--- src/rtl/parking_pkg.sv ---
// Shared types, hour-band boundaries and default rates for the parking rate engine.
package parking_pkg;

    typedef enum logic [1:0] {IDLE, DIV, MUL} state_e;

    typedef enum logic [1:0] {BAND_NIGHT, BAND_AM, BAND_PM, BAND_EVE} band_e;

    localparam logic [4:0] HOUR_AM  = 5'd8;
    localparam logic [4:0] HOUR_PM  = 5'd13;
    localparam logic [4:0] HOUR_EVE = 5'd18;
    localparam logic [4:0] HOUR_END = 5'd24;

    localparam int unsigned DEF_RATE_NIGHT = 1;
    localparam int unsigned DEF_RATE_AM    = 2;
    localparam int unsigned DEF_RATE_PM    = 2;
    localparam int unsigned DEF_RATE_EVE   = 1;

    typedef struct packed {
        band_e band;
        logic  valid;
    } band_info_t;

    function automatic band_info_t hour_to_band(input logic [4:0] hour);
        band_info_t r;
        r.valid = (hour < HOUR_END);
        if (hour < HOUR_AM)       r.band = BAND_NIGHT;
        else if (hour < HOUR_PM)  r.band = BAND_AM;
        else if (hour < HOUR_EVE) r.band = BAND_PM;
        else                      r.band = BAND_EVE;
        return r;
    endfunction

    function automatic int unsigned default_rate(input int unsigned band);
        case (band)
            0:       return DEF_RATE_NIGHT;
            1:       return DEF_RATE_AM;
            2:       return DEF_RATE_PM;
            default: return DEF_RATE_EVE;
        endcase
    endfunction

endpackage

--- src/rtl/parking_rate_engine_if.sv ---
// Request, configuration and result signals between the meter logic and the rate engine.
interface parking_rate_engine_if
    import parking_pkg::*;
#(
    parameter int unsigned LOC_W  = 3,
    parameter int unsigned SEC_W  = 12,
    parameter int unsigned RATE_W = 8,
    parameter int unsigned COST_W = 14
);
    logic              start;
    logic [LOC_W-1:0]  loc;
    logic [4:0]        hour;
    logic [SEC_W-1:0]  sec_count;
    logic              cfg_we;
    logic [LOC_W-1:0]  cfg_loc;
    logic [1:0]        cfg_band;
    logic [RATE_W-1:0] cfg_rate;
    logic              busy;
    logic              done;
    logic [COST_W-1:0] cost;
    logic [SEC_W-1:0]  minutes;
    logic              err_hour;
    logic              sat;

    modport master (
        output start, loc, hour, sec_count, cfg_we, cfg_loc, cfg_band, cfg_rate,
        input  busy, done, cost, minutes, err_hour, sat
    );

    modport slave (
        input  start, loc, hour, sec_count, cfg_we, cfg_loc, cfg_band, cfg_rate,
        output busy, done, cost, minutes, err_hour, sat
    );

endinterface

--- src/rtl/sec_to_min_div.sv ---
// Iterative ceiling divider: one subtraction of SEC_PER_MIN per cycle after load.
module sec_to_min_div
    import parking_pkg::*;
#(
    parameter int unsigned SEC_W       = 12,
    parameter int unsigned SEC_PER_MIN = 60
) (
    input  logic             clk,
    input  logic             rst,
    input  logic             load,
    input  logic [SEC_W-1:0] sec,
    output logic             fin,
    output logic [SEC_W-1:0] min
);
    localparam logic [SEC_W-1:0] DIVISOR = SEC_W'(SEC_PER_MIN);

    logic [SEC_W-1:0] rem_q;
    logic [SEC_W-1:0] quo_q;

    // Once the remainder drops below the divisor the registers freeze until the next load.
    assign fin = (rem_q < DIVISOR);
    assign min = quo_q + {{(SEC_W-1){1'b0}}, (rem_q != '0)};

    always_ff @(posedge clk) begin
        if (rst) begin
            rem_q <= '0;
            quo_q <= '0;
        end else if (load) begin
            rem_q <= sec;
            quo_q <= '0;
        end else if (!fin) begin
            rem_q <= rem_q - DIVISOR;
            quo_q <= quo_q + 1'b1;
        end
    end

endmodule

--- src/rtl/parking_rate_engine.sv ---
// Sequential parking cost engine: ceiling seconds-to-minutes, then minutes times a
// programmable per-location, per-band rate with saturation.
module parking_rate_engine
    import parking_pkg::*;
#(
    parameter int unsigned NUM_LOC     = 8,
    parameter int unsigned LOC_W       = $clog2(NUM_LOC),
    parameter int unsigned SEC_W       = 12,
    parameter int unsigned RATE_W      = 8,
    parameter int unsigned COST_W      = 14,
    parameter int unsigned SEC_PER_MIN = 60
) (
    input  logic                  clk,
    input  logic                  rst,
    parking_rate_engine_if.slave  bus
);
    localparam int unsigned PW = SEC_W + RATE_W;
    localparam logic [PW-1:0] COST_MAX = {{(PW-COST_W){1'b0}}, {COST_W{1'b1}}};

    state_e            state_q, state_d;
    logic              div_load;
    logic              div_fin;
    logic [SEC_W-1:0]  min;
    logic [RATE_W-1:0] rate_q;
    logic              req_err_q;
    logic [RATE_W-1:0] rate_tbl [NUM_LOC][4];
    logic              done_q, err_q, sat_q;
    logic [COST_W-1:0] cost_q;
    logic [SEC_W-1:0]  minutes_q;
    band_info_t        bi;
    logic              loc_ok, cfg_loc_ok, over;
    logic [PW-1:0]     product;

    assign bi         = hour_to_band(bus.hour);
    assign loc_ok     = (32'(bus.loc) < NUM_LOC);
    assign cfg_loc_ok = (32'(bus.cfg_loc) < NUM_LOC);
    assign product    = PW'(min) * PW'(rate_q);
    assign over       = (product > COST_MAX);

    sec_to_min_div #(
        .SEC_W       (SEC_W),
        .SEC_PER_MIN (SEC_PER_MIN)
    ) u_div (
        .clk  (clk),
        .rst  (rst),
        .load (div_load),
        .sec  (bus.sec_count),
        .fin  (div_fin),
        .min  (min)
    );

    always_comb begin
        state_d  = state_q;
        div_load = 1'b0;
        unique case (state_q)
            IDLE: begin
                if (bus.start) begin
                    div_load = 1'b1;
                    state_d  = DIV;
                end
            end
            DIV:     if (div_fin) state_d = MUL;
            MUL:     state_d = IDLE;
            default: state_d = IDLE;
        endcase
    end

    always_ff @(posedge clk) begin
        if (rst) begin
            state_q   <= IDLE;
            rate_q    <= '0;
            req_err_q <= 1'b0;
            done_q    <= 1'b0;
            cost_q    <= '0;
            minutes_q <= '0;
            err_q     <= 1'b0;
            sat_q     <= 1'b0;
            for (int l = 0; l < NUM_LOC; l++) begin
                for (int b = 0; b < 4; b++) begin
                    rate_tbl[l][b] <= RATE_W'(default_rate(b));
                end
            end
        end else begin
            state_q <= state_d;
            done_q  <= (state_q == MUL);
            // Rate is captured from the pre-write table so a same-edge cfg write is not seen.
            if (state_q == IDLE && bus.start) begin
                rate_q    <= loc_ok ? rate_tbl[bus.loc][bi.band] : '0;
                req_err_q <= !(bi.valid && loc_ok);
            end
            if (state_q == MUL) begin
                minutes_q <= min;
                err_q     <= req_err_q;
                sat_q     <= !req_err_q && over;
                cost_q    <= req_err_q ? '0 : (over ? '1 : product[COST_W-1:0]);
            end
            if (bus.cfg_we && cfg_loc_ok) begin
                rate_tbl[bus.cfg_loc][bus.cfg_band] <= bus.cfg_rate;
            end
        end
    end

    assign bus.busy     = (state_q != IDLE);
    assign bus.done     = done_q;
    assign bus.cost     = cost_q;
    assign bus.minutes  = minutes_q;
    assign bus.err_hour = err_q;
    assign bus.sat      = sat_q;

endmodule
--- src/flat_wrapper.sv ---
// flat-port wrapper written by rule: the top's interface ports become plain ports
module parking_rate_engine_flat import parking_pkg::*;
#(
    parameter int unsigned NUM_LOC     = 8,
    parameter int unsigned LOC_W       = $clog2(NUM_LOC),
    parameter int unsigned SEC_W       = 12,
    parameter int unsigned RATE_W      = 8,
    parameter int unsigned COST_W      = 14,
    parameter int unsigned SEC_PER_MIN = 60
)
  (clk, rst, bus_start, bus_loc, bus_hour, bus_sec_count, bus_cfg_we, bus_cfg_loc, bus_cfg_band, bus_cfg_rate, bus_busy, bus_done, bus_cost, bus_minutes, bus_err_hour, bus_sat);
  parking_rate_engine_if #(.LOC_W(LOC_W), .SEC_W(SEC_W), .RATE_W(RATE_W), .COST_W(COST_W)) bus_i ();
  input  logic clk;
  input  logic rst;
  input wire logic [$bits(bus_i.start)-1:0] bus_start;
  input wire logic [$bits(bus_i.loc)-1:0] bus_loc;
  input wire logic [$bits(bus_i.hour)-1:0] bus_hour;
  input wire logic [$bits(bus_i.sec_count)-1:0] bus_sec_count;
  input wire logic [$bits(bus_i.cfg_we)-1:0] bus_cfg_we;
  input wire logic [$bits(bus_i.cfg_loc)-1:0] bus_cfg_loc;
  input wire logic [$bits(bus_i.cfg_band)-1:0] bus_cfg_band;
  input wire logic [$bits(bus_i.cfg_rate)-1:0] bus_cfg_rate;
  output wire logic [$bits(bus_i.busy)-1:0] bus_busy;
  output wire logic [$bits(bus_i.done)-1:0] bus_done;
  output wire logic [$bits(bus_i.cost)-1:0] bus_cost;
  output wire logic [$bits(bus_i.minutes)-1:0] bus_minutes;
  output wire logic [$bits(bus_i.err_hour)-1:0] bus_err_hour;
  output wire logic [$bits(bus_i.sat)-1:0] bus_sat;
  assign bus_i.start = bus_start;
  assign bus_i.loc = bus_loc;
  assign bus_i.hour = bus_hour;
  assign bus_i.sec_count = bus_sec_count;
  assign bus_i.cfg_we = bus_cfg_we;
  assign bus_i.cfg_loc = bus_cfg_loc;
  assign bus_i.cfg_band = bus_cfg_band;
  assign bus_i.cfg_rate = bus_cfg_rate;
  assign bus_busy = bus_i.busy;
  assign bus_done = bus_i.done;
  assign bus_cost = bus_i.cost;
  assign bus_minutes = bus_i.minutes;
  assign bus_err_hour = bus_i.err_hour;
  assign bus_sat = bus_i.sat;
  parking_rate_engine #(.NUM_LOC(NUM_LOC), .LOC_W(LOC_W), .SEC_W(SEC_W), .RATE_W(RATE_W), .COST_W(COST_W), .SEC_PER_MIN(SEC_PER_MIN)) u_core (.clk(clk), .rst(rst), .bus(bus_i));
endmodule
--- config.mk ---
export PLATFORM = sky130hd
export DESIGN_NAME = parking_rate_engine_flat
export DESIGN_NICKNAME = d
export VERILOG_FILES = /design/src/rtl/parking_pkg.sv /design/src/rtl/parking_rate_engine_if.sv /design/src/rtl/sec_to_min_div.sv /design/src/rtl/parking_rate_engine.sv /design/src/flat_wrapper.sv
export SDC_FILE = /design/constraint.sdc
export NUM_CORES = 1
export LEC_CHECK = 0
export ABC_AREA = 0
export BUFFER_PORTS_ARGS = -buffer_cell sky130_fd_sc_hd__buf_2
export CAP_MARGIN = 20
export CORE_AREA = 2 2 177 179
export CTS_CLUSTER_DIAMETER = 40
export DETAILED_ROUTE_END_ITERATION = 16
export DIE_AREA = 0 0 179 181
export GPL_ROUTABILITY_DRIVEN = 0
export PLACE_DENSITY = 0.85
export SYNTH_ARGS = -nofsm -noshare
export SYNTH_HDL_FRONTEND = slang
export SYNTH_SLANG_ARGS = --single-unit
--- constraint.sdc ---
create_clock -name clk -period 9.2 [get_ports clk]
set_clock_uncertainty 0.1 [all_clocks]
set_input_delay 2.76 -clock clk [delete_from_list [all_inputs] [get_ports clk]]
set_output_delay 2.76 -clock clk [all_outputs]
set_load 0.01 [all_outputs]
; ---- After elaboration in Yosys (flattened, before gate mapping)
; Memories as Yosys holds them, arrays and structs flattened.
; Index checks and enable logic that the tools add are counted.
; Widths: inputs -> output; s select.
[word_totals]
regBits = 64
mem_bits_rw = 256
out_inout_bits = 30
word_cells = 69
memories = 1
[classes]
n_addsub = 3
mul = 1
order_cmp = 9
eq_ne = 5
muxes = 27
n_bitwise = 2
n_reduce_logical = 11
[memory_table]
columns = name, words, width, read_ports, rd_clocked_by_memory_dff, write_ports, line
row1 = u_core.rate_tbl, 8, 32, 1, 0, 8, parking_rate_engine.sv:26  ; logic [RATE_W-1:0] rate_tbl [NUM_LOC][4];
[op_table]
columns = op, count
row1 = $mux 32, 3
row2 = $mux 8, 5
row3 = $reduce_or 32->1, 1
row4 = $mux 14, 2
row5 = $mux 12, 2
row6 = $gt 20x14->1 const B, 1
row7 = $mul 12x8->20, 1
row8 = $bmux 8 s2, 1
row9 = $demux 8 s2, 1
row10 = $add 12x1->12, 1
row11 = $add 12x1->12 const B, 1
row12 = $lt 12x6->1 const B, 1
row13 = $reduce_bool 12->1, 1
row14 = $sub 12x6->12 const B, 1
row15 = $lt 5x4->1 const B, 2
row16 = $lt 5x5->1 const B, 2
row17 = $mux 2, 4
row18 = $mux 1, 7
row19 = $ge 3x3->1 const B, 2
row20 = $not 2->3, 2
row21 = $ne 2x1->1 const B, 2
row22 = $pmux 2 s2, 1
row23 = $logic_and 1x1->1, 3
row24 = $lt 3x1->1 const B, 1
row25 = 9 further kinds, 10

; ---- Depth between registers and ports, before layout
; Gate-level depths: netlist of run 1.
[depth]
ltp_word = 8
mapped_depth = 25
ltp_nobuf = 25

; ---- Cells and area by module
; Synthesis of run 1 repeated with hierarchy kept, for this count alone.
[hier_totals]
hier_cells = 1489
hier_area_um2 = 18111.1
[modules_own_cells]
columns = module, instances, cells_each, area_each_um2
row1 = parking_rate_engine, 1, 1318, 16664.7
row2 = sec_to_min_div, 1, 171, 1446.4

; ---- Worst setup path before layout of run 1
; OpenSTA, ideal clock, no wires.
[synth_path]
path_kind = reg-to-reg
start = register u_core.u_div.rem_q[6]
end = register u_core.cost_q[10] (netlist: u_core.bus.cost[10])
setup_time_ns = 0.142
arrival_ns = 6.316
required_time_ns = 8.958
path_slack_ns = 2.642
path_stages_with_launch = 24
n_path_buf = 0
synth_period_minus_slack_ns = 6.558
cell_sequence = dfxtp_1 > or4_1 > nor3_4 > nand3_1 > ha_1 > ha_1 > nand2_1 > nor2_1 > xnor2_1 > nor2b_1 > fa_1 > fa_1 > fa_1 > inv_1 > fa_1 > inv_1 > ha_1 > o21ai_2 > nand2_1 > and3_1 > o32a_1 > mux2i_4 > nor3_4 > a311oi_1
[synth_between]
elab_chain_cells = 6
[synth_lines]
columns = element, line
row1 = from (decl), sec_to_min_div.sv:17  ; logic [SEC_W-1:0] rem_q;
row2 = from (signal assigned), sec_to_min_div.sv:32  ; rem_q <= rem_q - DIVISOR;
row3 = $reduce_bool 12->1 *, sec_to_min_div.sv:22  ; assign min = quo_q + {{(SEC_W-1){1'b0}}, (rem_q != '0)};
row4 = $add 12x1->12 *, sec_to_min_div.sv:22
row5 = $mul 12x8->20 *, parking_rate_engine.sv:37  ; assign product = PW'(min) * PW'(rate_q);
row6 = $gt 20x14->1, parking_rate_engine.sv:38  ; assign over = (product > COST_MAX);
row7 = $mux 14 * (2 in a row), parking_rate_engine.sv:95  ; cost_q <= req_err_q ? '0 : (over ? '1 : product[COST_W-1:0]);
row8 = to (signal assigned), parking_rate_engine.sv:95
row9 = to (decl), parking_rate_engine.sv:28  ; logic [COST_W-1:0] cost_q;
; Every way passes the cells marked *; elsewhere a longest branch is shown, timed or not.
; A chain may end at the register's enable or synchronous reset.

; ---- Worst setup path after layout of run 1
[layout_path]
start = register u_core.u_div.rem_q[6]
end = register u_core.cost_q[13] (netlist: u_core.bus.cost[13])
; The elaborated chain is that of the path after synthesis.

==> results.json, run 1 <==
{
  "cts_hold_buf": 0,
  "drv_cap": 0,
  "root_buffer": "clkbuf_16",
  "wl_per_cell_um": 21.3,
  "io_buffers": 66,
  "synth.area.top_cells": "edfxtp_1, mux4_2, and2_1",
  "leakagePower_nw": 7.59,
  "cp.required_ns": 9.48,
  "grt_setup_unrepaired": "false",
  "grt_pass1_wl_um": 64900,
  "nets": 1651,
  "max_slew_margin_pct": 28.8,
  "dieArea_um2": 32400,
  "cp-end-kind": "register",
  "drive_above_1_share_pct": 17.7,
  "pre_cts_ws_ns": 1.89,
  "syn_nets": 1601,
  "whs_path_depth": 2,
  "cts_made_buffers": 39,
  "fin_total_pwr_mw": 3.63,
  "worstPathArrival_ns": 7.63,
  "max_slew.worst_pin.slew_ns": 1.06,
  "instances_no_fill": 1936,
  "finalCriticalPeriod_ns": 7.35,
  "drtIter0Drc": 973,
  "row_count": 64,
  "synthArstFlopShare_pct": 0,
  "status": "completed",
  "crit_fanout": 9,
  "cts_setup_buffers": 0,
  "synth.avg_cell_area_um2": 12.3,
  "maxSlewViolCount": 0,
  "hold_class": "register to register",
  "htreeDepth": 2,
  "yosysTopAreaCell": "edfxtp_1",
  "synth_edf_count": 256,
  "routed_wl_um": 41100,
  "synthFlopType": "edfxtp_1",
  "ioPinCount": 67,
  "viasPerCell": 6.08,
  "ys_seq_area_share_pct": 49.9,
  "cts_tree": "done",
  "ir_drop_uv": 180,
  "die_h_um": 181,
  "dp_cells": 1852,
  "drtPass1Iterations": 5,
  "netlist_area_um2": 18000,
  "post-route-period-util_pct": 79.9,
  "antenna_found_initial": 3,
  "cts.path.max_buffers": 3,
  "grt_remaining_overflow": 0,
  "yosysTopAreaCellShare_pct": 42.8,
  "start_util_pct": 59.2,
  "synth.distinct_cells": 68,
  "ant_nets": 0,
  "hold_viol_final": 0,
  "reg2regPathDepth": 22,
  "area_growth_syn_to_layout_pct": 11.3,
  "grt_max_degree": 65,
  "netlist_top_cells_count": "and2_1, edfxtp_1, nor2_1, inv_1, mux4_2",
  "tns_ns": 0,
  "critPathLaunchType": "register",
  "crit_type": "register to register",
  "synth_cells": 1459,
  "ys.warnings.count": 0,
  "drc": 0,
  "cts_sinks": 320,
  "clock.fmax_mhz": 136,
  "cts.repair.resized": 0,
  "p_per_area_nw_per_um2": 181,
  "grt_usage_pct": 26.0,
  "routed-via-count": 11773,
  "path_clk_slew_ns": 0.06,
  "fp.dieW_um": 179,
  "synth-seq-cells": 320,
  "core_um2": 30300,
  "setup-violations-final": 0,
  "clkLatencyLatePin_ns": 0.54,
  "worst_slack_ns": 1.85,
  "grt_pass1_vias": 11994,
  "hpwl_um": 27600
}
## layout make-up
type	instances	area (um^2)
Clock inverter	31	343
Tap cell	396	495
Timing Repair Buffer	100	563
Sequential cell	320	8970
Fill cell	2140	10400
Clock buffer	40	990
Antenna cell	1	2.50
Multi-Input combinational cell	958	8290
Inverter	90	338
## layout by cell type (no fill, tap or decap), drive strengths merged, types with 14 or more instances in the layout
| cell type | Yosys | final |
|---|---|---|
| a211oi | 27 | 27 |
| a21oi | 39 | 39 |
| and2 | 257 | 257 |
| buf | 20 | 96 |
| clkbuf | 71 | 44 |
| dfxtp | 64 | 64 |
| edfxtp | 256 | 256 |
| fa | 60 | 60 |
| ha | 45 | 45 |
| inv | 90 | 96 |
| mux4 | 80 | 80 |
| nand2 | 64 | 64 |
| nand2b | 14 | 14 |
| nand3 | 21 | 21 |
| nor2 | 95 | 95 |
| nor2b | 50 | 50 |
| o21ai | 45 | 45 |
| or3 | 40 | 40 |
| xnor2 | 14 | 14 |
| xor2 | 18 | 18 |
## sequential cells by signal, summed over array words and instances, names as in the netlist
name                 cells
u_core.bus.err_hour      1
u_core.bus.minutes      12
u_core.bus.cost         14
u_core.req_err_q         1
u_core.u_div.quo_q      12
u_core.rate_tbl        256
u_core.bus.sat           1
u_core.bus.done          1
u_core.u_div.rem_q      12
u_core.rate_q            8
u_core.state_q           2
## worst max-delay path, cell delays in order, from the launching register on
cell and delay (ns):
dfxtp_1 0.34, or4_1 0.63, nor3_4 0.25, nand3_1 0.14, ha_1 0.23, ha_1 0.23
nand2_1 0.13, nor2_1 0.07, xnor2_1 0.63, nor2b_1 0.15, fa_1 0.54, fa_1 0.46
fa_1 0.56, inv_1 0.06, fa_1 0.54, inv_1 0.05, ha_1 0.45, nand4b_1 0.27
a31o_1 0.33, a21oi_1 0.28, o221ai_4 0.22, nor3_4 0.39, a311oi_1 0.17
## cell families (layout without fill, tap and decap cells)
family                     after synthesis  after routing  synth area share [%]
DFF                                    320            320                  49.9
xor gates and xnor gates                32             32                  1.56
and+or+nand+nor                        581            581                  18.1
buffers and inverters                  181            261                  3.93
AOI/OAI and AO/OA                      150            150                  6.02
adders and majority gates              105            105                  9.82
other                                    0              1                     0
muxes                                   90             90                  10.7
## worst paths after layout
kind | from | endpoint | slack (ns)
max | u_core.u_div.rem_q[6]$_SDFFE_PP0N_ | u_core.bus.cost[13]$_SDFFE_PP0P_ | 1.85
min | u_core.bus.err_hour$_SDFFE_PP0P_ | u_core.bus.err_hour$_SDFFE_PP0P_ | 0.36
max reg2reg | u_core.u_div.rem_q[6]$_SDFFE_PP0N_ | u_core.bus.cost[13]$_SDFFE_PP0P_ | 1.85
min reg2reg | u_core.bus.err_hour$_SDFFE_PP0P_ | u_core.bus.err_hour$_SDFFE_PP0P_ | 0.36
## per-layer routing
metal | wire length [um] | up-vias | track usage (%)
li1 | - | 5269 | -
met1 | 15400 | 5820 | 33.6
met2 | 21000 | 577 | 43.7
met3 | 3460 | 105 | 5.13
met4 | 1360 | 2 | 9.56
met5 | 12 | - | 0
## per-stage QoR
step	hold slack, ns	instance area (um^2)	util (%)
after floorplan	0.336	18000	-
after global placement	0.340	18600	61.1
after detailed placement	0.351	18600	61.2
after CTS	0.359	19900	65.6
after global routing	0.377	20000	65.9
final	0.355	20000	65.9
## power breakdown
| part | internal, mW | leakage (nW) | total, mW | switching [mW] |
|---|---|---|---|---|
| clock | 0.916 | 0.628 | 1.54 | 0.627 |
| sequential | 1.64 | 2.97 | 1.70 | 0.0546 |
| combinational | 0.160 | 3.98 | 0.388 | 0.227 |
| total | 2.72 | 7.59 | 3.63 | 0.909 |
(Power assumes the default switching activity.)
==> run 2, diff against run 1 <==
--- a/config.mk
+++ b/config.mk
@@ -8,10 +8,10 @@
 export ABC_AREA = 0
 export BUFFER_PORTS_ARGS = -buffer_cell sky130_fd_sc_hd__buf_2
 export CAP_MARGIN = 20
-export CORE_AREA = 2 2 177 179
+export CORE_AREA = 2 2 181 183
 export CTS_CLUSTER_DIAMETER = 40
 export DETAILED_ROUTE_END_ITERATION = 16
-export DIE_AREA = 0 0 179 181
+export DIE_AREA = 0 0 183 185
 export GPL_ROUTABILITY_DRIVEN = 0
 export PLACE_DENSITY = 0.85
 export SYNTH_ARGS = -nofsm -noshare
==> constraint.sdc (replaced) <==
create_clock -name clk -period 6.59 [get_ports clk]
set_clock_uncertainty 0.1 [all_clocks]
set_input_delay 1.977 -clock clk [delete_from_list [all_inputs] [get_ports clk]]
set_output_delay 1.977 -clock clk [all_outputs]
set_load 0.01 [all_outputs]
==> run 2 against run 1 <==
Against the previous run:
- the flow now finishes with violations (setup timing)
- first-iteration DRC count up 11%
- utilization down 1.2 points
- hold slack about the same
- final area up 3.7%
- global-route usage down 0.73 points
- largest cell class unchanged
- wire length up 4.7%
==> results.json, run 2 (same netlist as run 1, synthesis figures left out) <==
{
  "max_slew.worst_pin.slew_ns": 1.09,
  "max_slew_margin_pct": 26.6,
  "switchingPower_mw": 1.25,
  "worstPathArrival_ns": 6.91,
  "nets": 1715,
  "status": "finished with violations",
  "routed_wl_um": 43100,
  "intPower_mw": 3.72,
  "hold_class": "register to register",
  "io_buffers": 66,
  "drtPass1Iterations": 5,
  "r2r_slack_ns": -0.01,
  "mostFrequentLayoutCells": "edfxtp_1, and2_1, nor2_1",
  "regMostFlops": "u_core.rate_tbl",
  "htreeDepth": 2,
  "cp.required_ns": 6.90,
  "crit_type": "register to register",
  "final_area_um2": 20700,
  "timing.rr.end": "u_core.bus.cost[10]$_SDFFE_PP0P_",
  "clock.fmax_mhz": 151,
  "fp.dieW_um": 183,
  "setup-violations-final": 1,
  "violations": "setup timing",
  "instances_no_fill": 2008,
  "viasPerCell": 6.04,
  "grt_setup_unrepaired": "true",
  "finalCriticalPeriod_ns": 6.60,
  "antenna_found_initial": 2,
  "area_growth_syn_to_layout_pct": 15.4,
  "path_clk_slew_ns": 0.06,
  "cts.path.max_buffers": 3,
  "worstSetupStartpoint": "u_core.u_div.rem_q[8]$_SDFFE_PP0N_",
  "dpl_cell_area_um2": 18900,
  "drv_cap": 0,
  "grt_pass1_vias": 12111,
  "reg2regPathDepth": 24,
  "crit_fanout": 7,
  "fillCellCount": 2226,
  "routed-via-count": 12133,
  "core_um2": 32000,
  "tns_ns": -0.0124,
  "p_seq_share_pct": 47.6,
  "die_h_um": 185,
  "root_buffer": "clkbuf_16",
  "ioPinCount": 67,
  "final_common_cell": "edfxtp_1",
  "row_count": 66,
  "utilization_pct": 64.7,
  "largest_reg_flops": 256,
  "clkLatencyLatePin_ns": 0.53,
  "cts_tree": "done",
  "p_per_area_nw_per_um2": 240,
  "reg2reg_from": "u_core.u_div.rem_q[8]$_SDFFE_PP0N_",
  "drtIter0Drc": 1084,
  "cp-end-kind": "register",
  "crit_path_end": "u_core.bus.cost[10]$_SDFFE_PP0P_",
  "cts_sinks": 320,
  "grt_usage_pct": 25.3,
  "hpwl_um": 28600,
  "worst_slack_ns": -0.0124,
  "ant_nets": 0,
  "worst_hold_slack_ns": 0.355,
  "wl_per_cell_um": 21.5,
  "grt_pass1_wl_um": 65800,
  "start_util_pct": 56.1,
  "cts_made_buffers": 39,
  "dieArea_um2": 33900,
  "post-route-period-util_pct": 100,
  "comb_power_share_pct": 12.1,
  "grt_remaining_overflow": 0,
  "grt_max_degree": 51,
  "maxSlewViolCount": 0,
  "drc": 0,
  "hold_viol_final": 0,
  "critPathLaunchType": "register",
  "drive_above_1_share_pct": 23.7,
  "pwr-share-clk_pct": 40.2,
  "ir_drop_uv": 224,
  "switching_share_pct": 25.1,
  "whs_path_depth": 2,
  "dp_cells": 1906,
  "leakagePower_nw": 7.90
}
[run 2: changes by cell type in the layout (fill, tap and decap cells not counted), sizes merged]
cell	delta
inv	-3
buf	+67
clkinvlp	-4
clkinv	-3
bufinv	-3
clkbuf	+6
[run 2: power groups by stage]
stage	Clock [mW]	Combinational, mW	Sequential (mW)
2_1_floorplan	0	0.385	2.37
3_3_place_gp	0	0.541	2.39
3_5_place_dp	0	0.561	2.40
4_1_cts	2.02	0.571	2.36
5_1_grt	2.09	0.653	2.38
6_report	2.00	0.604	2.37
[run 2: metal layers]
metal  share of wire, %  vias to the layer above  GRT usage, %
li1                   -                     5391             -
met1                 37                     6042          32.2
met2                 52                      597          43.6
met3                8.0                      101          4.23
met4                3.6                        2          10.1
met5              0.026                        -             0
[run 2: through the flow]
| stage | power, mW | setup slack (ns) |
|---|---|---|
| 6_report | 4.97 | -0.0124 |
| 5_1_grt | 5.12 | -0.242 |
| 4_1_cts | 4.95 | 0.0241 |
| 3_5_place_dp | 2.96 | -0.140 |
| 3_3_place_gp | 2.94 | -0.00429 |
| 2_1_floorplan | 2.75 | 0.0324 |
[run 2: area by class of cell]
type	count	area (um^2)	area share (%)
inverters	90	338	1.63
clock buffers	49	1030	4.99
multi-input cells	958	8640	41.7
clock inverters	18	170	0.821
well taps	408	510	2.46
diodes	1	2.50	0.0121
flip-flops and latches	320	8970	43.3
repair buffers	164	1060	5.10
[run 2: timing repair]
| item | 4_1_cts | 5_1_grt |
|---|---|---|
| pin swaps | 3 | 63 |
| endpoints found under the hold margin | 0 | 0 |
| hold buffers | 0 | 0 |
| setup endpoints to repair | 15 | 15 |
| buffers inserted | 1 | 22 |
| gates resized for setup | 8 | 68 |
[run 2: worst min-delay path by stage]
| stage | slack, ns | end | from |
|---|---|---|---|
| 3_3_place_gp | 0.34 | u_core.bus.minutes[0]$_SDFFE_PP0P_ | u_core.bus.minutes[0]$_SDFFE_PP0P_ |
| 5_1_grt | 0.39 | u_core.bus.err_hour$_SDFFE_PP0P_ | u_core.bus.err_hour$_SDFFE_PP0P_ |
| 3_5_place_dp | 0.34 | u_core.bus.minutes[0]$_SDFFE_PP0P_ | u_core.bus.minutes[0]$_SDFFE_PP0P_ |
| 4_1_cts | 0.35 | u_core.bus.minutes[0]$_SDFFE_PP0P_ | u_core.bus.minutes[0]$_SDFFE_PP0P_ |
| 6_report | 0.36 | u_core.bus.minutes[0]$_SDFFE_PP0P_ | u_core.bus.minutes[0]$_SDFFE_PP0P_ |
| 2_1_floorplan | 0.34 | u_core.u_div.rem_q[0]$_SDFFE_PP0P_ | u_core.u_div.rem_q[0]$_SDFFE_PP0P_ |
[run 2: critical path, stage by stage (launching register included)]
cell and delay, ns:
dfxtp_2 0.31, or4_4 0.55, nor3_4 0.22, nand3_2 0.12
ha_4 0.21, ha_4 0.17, nand2_4 0.09, nor2_2 0.05
xnor2_1 0.21, buf_4 0.21, nor2b_2 0.07, fa_1 0.56
fa_1 0.45, fa_1 0.54, inv_2 0.04, fa_1 0.53
inv_1 0.06, ha_4 0.27, nand4b_1 0.25, a21boi_2 0.23
o32a_1 0.25, mux2i_4 0.48, nor3_4 0.08, buf_6 0.14
a311oi_2 0.26
==> run 3, diff against run 2 <==
--- a/config.mk
+++ b/config.mk
@@ -8,12 +8,14 @@
 export ABC_AREA = 0
 export BUFFER_PORTS_ARGS = -buffer_cell sky130_fd_sc_hd__buf_2
 export CAP_MARGIN = 20
-export CORE_AREA = 2 2 181 183
+export CORE_AREA = 2 2 182 184
 export CTS_CLUSTER_DIAMETER = 40
 export DETAILED_ROUTE_END_ITERATION = 16
-export DIE_AREA = 0 0 183 185
+export DIE_AREA = 0 0 184 186
 export GPL_ROUTABILITY_DRIVEN = 0
-export PLACE_DENSITY = 0.85
+export PLACE_DENSITY = 0.84
+export RECOVER_POWER = 50
 export SYNTH_ARGS = -nofsm -noshare
 export SYNTH_HDL_FRONTEND = slang
+export SYNTH_HIERARCHICAL = 1
 export SYNTH_SLANG_ARGS = --single-unit
==> run 3 against run 2 <==
Against the previous run:
- largest cell class unchanged
- worst setup slack better by 0.29 ns
- sequential cell count is the same
- critical path type unchanged
- the run ends with capacitance limit, slew limit left
- combinational power is 5.0% lower
==> results.json, run 3 <==
{
  "synth.area.top_cells": "edfxtp_1, and2_1, mux4_2",
  "dieArea_um2": 34200,
  "yosysTopAreaCellShare_pct": 42.4,
  "p_seq_share_pct": 45.5,
  "status": "finished with violations",
  "cts_sinks": 320,
  "drtPass1Iterations": 5,
  "switchingPower_mw": 1.37,
  "root_buffer": "clkbuf_16",
  "ys.warnings.count": 6,
  "crit_chain": "nor4_2 -> nand4_1 -> ha_1 -> ha_2 -> nand2_1 -> xnor2_2 -> and2_1 -> fa_1 -> inv_1 -> fa_1 -> inv_1 -> fa_1 -> inv_1 -> fa_1 -> inv_1 -> ha_2 -> o21a_1 -> o211ai_1 -> or4b_1 -> o31a_4 -> a22oi_4 -> buf_12 -> a311oi_1",
  "max_slew_margin_pct": -67.2,
  "hold_class": "register to register",
  "row_count": 66,
  "mostFrequentLayoutCells": "edfxtp_1, and2_1, inv_1",
  "grt_pass1_vias": 12344,
  "path_clk_slew_ns": 0.05,
  "grt_pass1_wl_um": 67400,
  "ioPinCount": 67,
  "ant_nets": 0,
  "syn_nets": 1631,
  "grt_setup_unrepaired": "false",
  "clkLatencyLatePin_ns": 0.55,
  "antennaDiodeCount": 0,
  "synth.avg_cell_area_um2": 12.2,
  "grt_max_degree": 47,
  "io_buffers": 66,
  "htreeDepth": 2,
  "grt_remaining_overflow": 0,
  "cp-end-kind": "register",
  "synthFlopType": "edfxtp_1",
  "synth_cells": 1489,
  "pre_cts_ws_ns": -0.0540,
  "routed_wl_um": 43000,
  "drv_cap": 1,
  "pwr-share-clk_pct": 43.5,
  "die_h_um": 186,
  "synth-seq-cells": 320,
  "crit_fanout": 12,
  "start_util_pct": 56.2,
  "nets": 1693,
  "routed-via-count": 12185,
  "hold_viol_final": 0,
  "multi_input_area_um2": 8410,
  "largest_reg_flops": 256,
  "fin_total_pwr_mw": 5.22,
  "worst_slack_ns": 0.273,
  "switching_share_pct": 26.2,
  "ys_seq_area_share_pct": 49.5,
  "synthArstFlopShare_pct": 0,
  "cts_tree": "done",
  "crit_type": "register to register",
  "dp_cells": 1904,
  "instances_no_fill": 1993,
  "cp.required_ns": 6.88,
  "final_common_cell": "edfxtp_1",
  "netlist_top_cells_count": "and2_1, edfxtp_1, inv_1, mux4_2, nand2_1",
  "drc": 0,
  "drive_above_1_share_pct": 16.0,
  "cp_slowest_cell": "fa_1",
  "violations": "capacitance limit, slew limit",
  "clock.fmax_mhz": 158,
  "antenna_found_initial": 1,
  "core_um2": 32200,
  "ir_drop_uv": 227,
  "viasPerCell": 6.11,
  "critPathLaunchType": "register",
  "intPower_mw": 3.85,
  "drtIter0Drc": 1207,
  "leakagePower_nw": 7.63,
  "comb_power_share_pct": 11.0,
  "worstPathArrival_ns": 6.61,
  "wl_per_cell_um": 21.6,
  "max_slew.worst_pin.slew_ns": 2.50,
  "post-route-period-util_pct": 95.9,
  "fillCellCount": 2341,
  "setup-violations-final": 0,
  "hpwl_um": 28600,
  "cts_hold_buf": 0,
  "seq_area_um2": 8970,
  "critPathMaxStageDelay_ns": 0.56,
  "synth_edf_count": 256,
  "maxSlewViolCount": 44,
  "finalCriticalPeriod_ns": 6.32,
  "area_growth_syn_to_layout_pct": 12.3,
  "synth.distinct_cells": 70,
  "cts.path.max_buffers": 3,
  "fp.dieW_um": 184,
  "netlist_area_um2": 18100,
  "synth_most_common_cell": "and2_1",
  "p_per_area_nw_per_um2": 257,
  "grt_usage_pct": 25.7,
  "regMostFlops": "u_core/rate_tbl",
  "cts_made_buffers": 42,
  "yosysTopAreaCell": "edfxtp_1"
}
==> run 3: cell types whose count changed in the layout (fill, tap and decap cells not counted), moves of 21 or more <==
| cell | previous run | this run |
|---|---|---|
| nor2b_1 | 47 | 4 |
| buf_4 | 78 | 37 |
| nor2_1 | 93 | 57 |
| buf_2 | 79 | 35 |
| clkbuf_1 | 9 | 44 |
| and2_1 | 254 | 220 |
| a21oi_1 | 36 | 57 |
| and2_0 | 0 | 79 |
==> run 3: layout make-up <==
type                       count  area share, %
timing repair buffer         117           3.23
clock inverter                33           1.73
sequential                   320           44.1
multi-input combinational    968           41.3
tap                          408           2.51
clock buffer                  45           5.22
inverter                     102           1.88
==> run 3: cell families (layout without fill, tap and decap cells) <==
group	Yosys count	count (layout)	share of synthesized area, %
fa+ha+maj	105	105	9.74
flops	320	320	49.5
compound gates	194	194	6.97
mux	96	96	10.8
buf+inv	201	297	4.55
xor+xnor	33	33	1.60
simple gates	540	540	16.8
==> run 3: metal layers <==
layer,track usage [%],up-vias,share of wire (%)
met5,0,-,0.019
li1,-,5419,-
met4,9.15,2,3.4
met1,32.7,5985,38
met2,44.2,643,50
met3,5.18,136,9.0
==> run 3: path summary, 6_finish.rpt <==
kind	to	slack, ns	depth (start not counted)	from
setup / recovery	u_core/bus.cost[9]$_SDFFE_PP0P_	0.27	23	u_core/u_div/rem_q[8]$_SDFFE_PP0P_
hold reg to reg	u_core/bus.minutes[11]$_SDFFE_PP0P_	0.35	2	u_core/bus.minutes[11]$_SDFFE_PP0P_
setup reg to reg	u_core/bus.cost[9]$_SDFFE_PP0P_	0.27	23	u_core/u_div/rem_q[8]$_SDFFE_PP0P_
hold / removal	u_core/bus.minutes[11]$_SDFFE_PP0P_	0.35	2	u_core/bus.minutes[11]$_SDFFE_PP0P_
==> run 3: metrics by stage <==
stage | hold slack (ns) | instance area [um^2] | utilization (%) | TNS [ns]
final | 0.352 | 20300 | 63.2 | 0
after detailed placement | 0.344 | 18800 | 58.5 | -0.314
after global placement | 0.340 | 18800 | 58.5 | 0
after floorplan | 0.350 | 18100 | - | 0
after CTS | 0.351 | 20300 | 62.9 | 0
after global routing | 0.388 | 20300 | 63.2 | 0
==> run 3: critical path: cells and delay by family (launching register included) <==
kind | cells | cell delay (ns)
buffers and inverters | 5 | 0.37
and+or+nand+nor | 5 | 1.40
DFF | 1 | 0.38
AOI/OAI and AO/OA | 5 | 0.70
adders and majority gates | 7 | 3.05
xor gates and xnor gates | 1 | 0.16
==> run 3: power by group through the flow <==
stage               logic [mW]  registers (mW)  clock network, mW
floorplan                0.412            2.37                  0
global placement         0.552            2.40                  0
detailed placement       0.566            2.41                  0
CTS                      0.573            2.37               2.29
global route             0.623            2.39               2.38
finish                   0.574            2.38               2.27
==> run 3: repair_timing <==
item | 4_1_cts | 5_1_grt
setup endpoints to repair | 11 | 15
gates resized for setup | 2 | 14
buffers inserted | 0 | 3
pin swaps | 0 | 2
